`config.mk`:
```
export PLATFORM = sky130hd
export DESIGN_NAME = spi2adc
export DESIGN_NICKNAME = d
export VERILOG_FILES = /design/src/rtl/spi2adc.sv
export SDC_FILE = /design/constraint.sdc
export NUM_CORES = 1
export LEC_CHECK = 0
export ABC_AREA = 1
export BUFFER_PORTS_ARGS = -buffer_cell sky130_fd_sc_hd__buf_2
export CAP_MARGIN = 25
export CORE_MARGIN = 2
export CORE_UTILIZATION = 25
export CTS_CLUSTER_DIAMETER = 200
export DETAILED_ROUTE_END_ITERATION = 8
export GPL_ROUTABILITY_DRIVEN = 0
export GPL_TIMING_DRIVEN = 0
export HOLD_SLACK_MARGIN = 0.15
export MAX_ROUTING_LAYER = met4
export PLACE_DENSITY = 0.42
export SYNTH_ARGS = -nofsm -noshare
export SYNTH_HDL_FRONTEND = slang
export SYNTH_SLANG_ARGS = --single-unit
```
`constraint.sdc`:
```
create_clock -name sysclk -period 3.2 [get_ports sysclk]
set_input_delay 0.48 -clock sysclk [delete_from_list [all_inputs] [get_ports sysclk]]
set_output_delay 0.48 -clock sysclk [all_outputs]
set_load 0.005 [all_outputs]
```
`src/rtl/spi2adc.sv`:
```
// SPI initiator for the MCP3002 ADC: one single-ended 10-bit conversion per start pulse.
// Outputs are registered from the current state, so every output lags the state register by one sysclk.
module spi2adc #(
  parameter int unsigned CLK_DIV = 25
) (
  input  logic       sysclk,
  input  logic       reset,
  input  logic       start,
  input  logic       channel,
  input  logic       adc_sdi,
  output logic       adc_sdo,
  output logic       adc_cs,
  output logic       adc_sck,
  output logic [9:0] data_out,
  output logic       data_valid,
  output logic       busy
);

  localparam int unsigned CW = (CLK_DIV > 1) ? $clog2(CLK_DIV) : 1;
  localparam logic [CW-1:0] CNT_TOP = CW'(CLK_DIV - 1);

  typedef enum logic [2:0] {
    S_IDLE,
    S_SETUP,
    S_SHIFT,
    S_HOLD,
    S_GAP
  } state_t;

  state_t        state_q, state_d;
  logic [CW-1:0] cnt_q, cnt_d;
  logic [3:0]    bit_q, bit_d;
  logic          hi_q, hi_d;
  logic          ch_q, ch_d;
  logic [9:0]    shreg_q, shreg_d;
  logic          sdo_q, sdo_d;
  logic          cs_q, cs_d;
  logic          sck_q, sck_d;
  logic [9:0]    data_q, data_d;
  logic          dv_q, dv_d;
  logic          busy_q, busy_d;

  logic          tc;
  logic          first;
  logic [15:0]   cmd;

  assign tc    = (cnt_q == '0);
  assign first = (cnt_q == CNT_TOP);
  // Bit for SCK period n sits at index 16-n: lead zero, start, SGL, ODD, MSBF, then zeros.
  assign cmd   = {3'b011, ch_q, 1'b1, 11'd0};

  always_comb begin
    state_d = state_q;
    cnt_d   = tc ? CNT_TOP : cnt_q - 1'b1;
    bit_d   = bit_q;
    hi_d    = hi_q;
    ch_d    = ch_q;
    shreg_d = shreg_q;
    sdo_d   = sdo_q;
    data_d  = data_q;

    unique case (state_q)
      S_IDLE: begin
        cnt_d = CNT_TOP;
        bit_d = 4'd0;
        hi_d  = 1'b0;
        if (start) begin
          state_d = S_SETUP;
          ch_d    = channel;
        end
      end
      S_SETUP: begin
        if (tc) state_d = S_SHIFT;
      end
      S_SHIFT: begin
        if (tc) begin
          hi_d = ~hi_q;
          if (hi_q) begin
            bit_d = bit_q + 4'd1;
            if (bit_q == 4'd15) state_d = S_HOLD;
          end
        end
      end
      S_HOLD: begin
        if (tc) state_d = S_GAP;
      end
      S_GAP: begin
        if (tc) state_d = S_IDLE;
      end
      default: state_d = S_IDLE;
    endcase

    cs_d   = !((state_q == S_SETUP) || (state_q == S_SHIFT) || (state_q == S_HOLD));
    sck_d  = (state_q == S_SHIFT) && hi_q;
    busy_d = (state_q != S_IDLE);
    dv_d   = (state_q == S_GAP) && first;

    if ((state_q == S_SHIFT) && !hi_q && first)
      sdo_d = cmd[4'd15 - bit_q];

    // Sampled on the same edge that raises SCK; rise 6 carries the null bit and is skipped.
    if ((state_q == S_SHIFT) && hi_q && first && (bit_q >= 4'd6))
      shreg_d = {shreg_q[8:0], adc_sdi};

    if (dv_d)
      data_d = shreg_q;
  end

  always_ff @(posedge sysclk) begin
    if (reset) begin
      state_q <= S_IDLE;
      cnt_q   <= CNT_TOP;
      bit_q   <= 4'd0;
      hi_q    <= 1'b0;
      ch_q    <= 1'b0;
      shreg_q <= 10'd0;
      sdo_q   <= 1'b0;
      cs_q    <= 1'b1;
      sck_q   <= 1'b0;
      data_q  <= 10'd0;
      dv_q    <= 1'b0;
      busy_q  <= 1'b0;
    end else begin
      state_q <= state_d;
      cnt_q   <= cnt_d;
      bit_q   <= bit_d;
      hi_q    <= hi_d;
      ch_q    <= ch_d;
      shreg_q <= shreg_d;
      sdo_q   <= sdo_d;
      cs_q    <= cs_d;
      sck_q   <= sck_d;
      data_q  <= data_d;
      dv_q    <= dv_d;
      busy_q  <= busy_d;
    end
  end

  assign adc_sdo    = sdo_q;
  assign adc_cs     = cs_q;
  assign adc_sck    = sck_q;
  assign data_out   = data_q;
  assign data_valid = dv_q;
  assign busy       = busy_q;

endmodule

```
* After elaboration in Yosys (flattened, before gate mapping)
Cells that the tools add are included.
** Cells by class
- Bitwise logic cells :: 1
- Reductions and logical operators :: 19
- Muxes and demuxes :: 15
- Equality and inequality tests :: 13
- $lt $le $gt $ge :: 2
- Add/sub/neg operators :: 3
** Operator list (number)
- 3-bit two-way mux :: 7
- 3-bit case mux with 5 select lines :: 1
- 2-bit != test (second input constant) :: 7
- 4-bit two-way mux :: 2
- 4-bit case mux with 2 select lines :: 1
- 7-bit AND reduction :: 1
- 3-bit by 2-bit == test with 1-bit output (second input constant) :: 2
- 1-bit logical AND :: 6
- 5-bit == test (second input constant) :: 1
- 5-bit logical NOT :: 1
- 4-bit by 5-bit < comparator with 1-bit output (second input constant) :: 1
- 5-bit by 1-bit subtractor with 5-bit output (second input constant) :: 1
- 4-bit by 1-bit adder with 4-bit output (second input constant) :: 1
- 1-bit binary-select mux with 4-bit select :: 1
- 4-bit == test (second input constant) :: 1
- 4-bit by 3-bit greater-or-equal comparator with 1-bit output (second input constant) :: 1
- 2-bit AND reduction :: 2
- 4-bit subtractor (first input constant) :: 1
- 3-bit by 1-bit == test with 1-bit output (second input constant) :: 1
- 3-bit == test (second input constant) :: 1
- 3-bit logical NOT :: 1
- 3-bit AND reduction :: 1
- 3-bit nonzero test :: 1
- 3-bit OR reduction :: 1
- 6 further kinds :: 9
** Storage, ports and cells
- Register bits after elaboration :: 39
- Input bits :: 5
- Output and inout port bits :: 15

* Longest topological paths before layout
- Depth in word-level cells :: 5
- Depth in mapped cells :: 10
- Gate-level depth less buffers :: 10

* Least setup slack after synthesis
No wires, ideal clock.
- Path kind :: register to register
- Start :: register cnt_q[0]
- End :: register bit_q[1]
- Arrival :: 1.263 ns
- Setup time :: 0.121 ns
- Required time :: 3.079 ns
- Setup slack :: 1.815 ns
- Cell stages (with the launch flop) :: 10
- Path through :: dfxtp_1 -> inv_1 -> ha_1 -> inv_1 -> nor2_2 -> nand2_1 -> a21oi_2 -> nand2_1 -> nand2_1 -> o21ai_0
** On the way
- Word-level cells in the longest chain between the ends :: 3
** RTL lines
- start: declaration :: RTL line 31 : logic [CW-1:0] cnt_q, cnt_d;
- start signal: assignment :: RTL line 125 : cnt_q <= cnt_d;
- 5-bit logical NOT :: RTL line 47 : assign tc = (cnt_q == '0);
- 2-bit != test (no line)
- 3-bit AND reduction (no line)
- end signal: assignment :: RTL line 126 : bit_q <= bit_d;
- end: declaration :: RTL line 32 : logic [3:0] bit_q, bit_d;
No other way between the ends.
A chain may end at the register's enable or synchronous reset.

* Worst setup path in the final report
Same ends and word-level chain as after synthesis.

==> summary.txt <==
Detailed routing
  • Initial DRC count: 89
  • Vias: 1,371
  • Detailed Routing Iterations Pass 1: 4
  • Via density: 4.42
  • Final wirelength: 3.69 mm
  • DRC: 0
  • DR WL/cell: 11.9 um
  • ANT nets after route: 0

Worst setup path
  • Worst-path maximum fanout: 4
  • Data arrival time at the worst-slack endpoint: 1.83 ns
  • Reg2reg path depth: 9
  • Most common cell on crit path: nand2_1
  • CP peak stage delay: 0.31 ns
  • Crit-path cells: inv_1 > ha_1 > inv_1 > nor2_2 > nand2_1 > a21oi_2 > nand2_1 > nand2_1 > o21ai_0
  • Setup crit end kind: register
  • CP Class: reg2reg
  • Required time of the critical path: 3.38 ns
  • Crit path launch type: register
  • Critical path's slowest cell: dfxtp_1

Yosys
  • Area contributors post-synth: dfxtp_1 47%, nor2_1 7.2%, o21ai_0 6.6%, nand2_1 6.3%, a21oi_1 6.0%
  • Yosys top cell by area: dfxtp_1
  • Yosys top cell area share: 0.470
  • Yosys reg bits: 39
  • Synth Area in Compound Gates: 0.139
  • Synth Warn #: 0
  • Sequential element share of the synthesized area: 0.470
  • Post-synth design cell area: 1660 um^2
  • XOR/XNOR share of the synthesized area: 0.0211
  • Syn_area_per_cell: 7.99 um^2
  • Syn Inst Count: 208
  • Adder-Cell Fraction of Synth Area: 0.0301
  • Distinct cells, synth: 26
  • Main combinational cell family by area after synthesis: simple AND/OR/NAND/NOR gates
  • Post-synthesis mux area share: 0
  • Synthesized Nets: 217
  • Post-Synth Simple-Gate Area: 0.264

Die
  • FP Rows: 29
  • Total core area: 6390 um^2
  • Chip Height: 85.6 um
  • Die area: 7320 um^2
  • I/O pin count: 20
  • Die X: 85.6 um
  • Starting Density: 0.260

Outcome
  • Status: finished, final reports clean

Timing
  • Fin crit share: 0.516
  • Max frequency: 606 MHz
  • Relative slew slack: 0.688
  • Final Hold Viols: 0
  • Worst Max-Slew Pin Slew: 0.467 ns
  • Fin Hold WS: 0.417 ns
  • Final max-slew violation count: 0
  • RSZ-0062 raised after global routing: no
  • Clock skew: 0.00485 ns
  • Fin crit period: 1.65 ns
  • Final setup fails: 0
  • Setup TNS: 0 ns

Layout
  • Post-Route Utilization: 0.306
  • Design Area, Final: 1950 um^2
  • ANT cells: 0
  • Layout cell share with drive strength beyond 1: 0.185
  • Nets: 242
  • Layout Area Growth over Synthesis: 17.4%

Clocking
  • Post-CTS Resized: 0
  • Worst-path clk slew: 0.07 ns
  • CTS Buffer Depth: 2
  • Cts bufs inserted: 5
  • CTS tree: done
  • H-tree levels: 2
  • Root Buffer: clkbuf_8
  • Skew-Pair Late Insertion Delay: 0.29 ns
  • Clock sinks: 39
  • Hold_buf cts: 0
  • Postcts setup bufs: 0

Place
  • DP Area: 1850 um^2
  • DPL Wire Length: 2.64 mm
  • Number of port buffers: 18

Global route
  • GRT Total Usage: 0.114
  • Largest net degree at the start of global routing: 12
  • Total grt overflow: 0
  • Initial antenna violation count: 0
  • Vias in the first global route: 1,298
  • First-pass GRT wire length: 6.23 mm

Pwr
  • Max VDD drop: 0.315 mV
  • Power per standard cell area: 779 nW/um^2
  • Static leakage: 0.846 nW
  • Total power: 1.52 mW

Run
  • Max cap viols: 0

Min path
  • WHS Path Cells: 1
  • Hold/Removal Path Class: reg2reg
==> worst max-delay path, delay by kind of cell (launching register included) <==
kind                     cells  cell delay, ns
AND/OR/NAND/NOR              4            0.51
buffers and inverters        2            0.16
AO/OA/AOI/OAI                2            0.33
adder cells (fa/ha/maj)      1            0.22
flip-flops                   1            0.31
==> registers in the layout (all words and copies together) (netlist names) <==
signal	count
adc_cs	1
adc_sck	1
bit_q	4
state_q	3
data_out	10
adc_sdo	1
cnt_q	5
ch_q	1
hi_q	1
data_valid	1
busy	1
shreg_q	10
==> cells in the mapped netlist <==
| cell type | instances |
|---|---|
| dfxtp_1 | 39 |
| nor2_1 | 32 |
| nand2_1 | 28 |
| inv_1 | 23 |
| o21ai_0 | 22 |
| a21oi_1 | 20 |
| nand3_1 | 10 |
| nor2_4 | 5 |
| ha_1 | 4 |
| xor2_1 | 3 |
| buf_2 | 2 |
| buf_6 | 2 |
| nand2_4 | 2 |
| nand3_2 | 2 |
| nand4_1 | 2 |
| nor2_2 | 2 |
| a21oi_2 | 1 |
| clkbuf_1 | 1 |
| inv_2 | 1 |
| nand2_2 | 1 |
| nand3b_1 | 1 |
| nand4_4 | 1 |
| nor3_1 | 1 |
| o211ai_1 | 1 |
| o21ai_1 | 1 |
| xnor2_1 | 1 |
==> logic make-up after synthesis <==
group | Yosys count
AND/OR/NAND/NOR | 87
AO/OA/AOI/OAI | 45
flip-flops | 39
buffers and inverters | 29
XOR/XNOR | 4
adder cells (fa/ha/maj) | 4
==> through the flow <==
stage / instances / setup WS, ns
after detailed placement: 303 / 1.54
after global routing: 310 / 1.34
after global placement: 303 / 1.57
after CTS: 310 / 1.55
after floorplan: 208 / 1.82
final: 310 / 1.55
==> layer usage <==
layer	routed length, um	GRT usage	up-vias
met5	0	-	-
met4	83	0.0491	0
met3	137	0.0289	8
met2	1540	0.161	25
met1	1930	0.153	617
li1	-	-	721
==> power by group <==
part           switching, mW  internal, mW  leakage [nW]
Sequential            0.0593         0.576         0.317
Clock                  0.176         0.229        0.0513
Combinational          0.296         0.185         0.478
==> cells in the final DEF, fill, tap and decap left out <==
cell type / synthesis / routed
xnor2_1: 1 / 1
xor2_1: 3 / 3
nand2_4: 2 / 2
nand2_2: 1 / 1
nand3_2: 2 / 2
inv_2: 1 / 1
bufinv_16: 0 / 1
nor3_1: 1 / 1
nand3_1: 10 / 10
inv_1: 23 / 23
dfxtp_1: 39 / 39
ha_1: 4 / 4
nor2_1: 32 / 32
nand4_1: 2 / 2
buf_2: 2 / 20
nand2_1: 28 / 28
nor2_4: 5 / 5
o211ai_1: 1 / 1
clkbuf_1: 1 / 2
a21oi_2: 1 / 1
nand4_4: 1 / 1
a21oi_1: 20 / 20
clkbuf_8: 0 / 5
nand3b_1: 1 / 1
o21ai_1: 1 / 1
buf_6: 2 / 2
o21ai_0: 22 / 22
nor2_2: 2 / 2
==> path summary, 6_finish.rpt <==
path / slack, ns / startpoint / end
min: 0.42 / cnt_q[0] / cnt_q[0]
min reg2reg: 0.42 / cnt_q[0] / cnt_q[0]
max: 1.55 / cnt_q[0] / bit_q[1]
max reg2reg: 1.55 / cnt_q[0] / bit_q[1]
==> area by class of cell <==
cell class | count | area [um^2]
fillers | 717 | 4430
multi-input cells | 140 | 756
clock inverters | 1 | 30.0
flip-flops and latches | 39 | 781
inverters | 24 | 90.1
well taps | 77 | 96.3
clock buffers | 6 | 72.6
repair buffers | 18 | 90.1
plain buffers | 5 | 36.3
(Power assumes the default switching activity.)
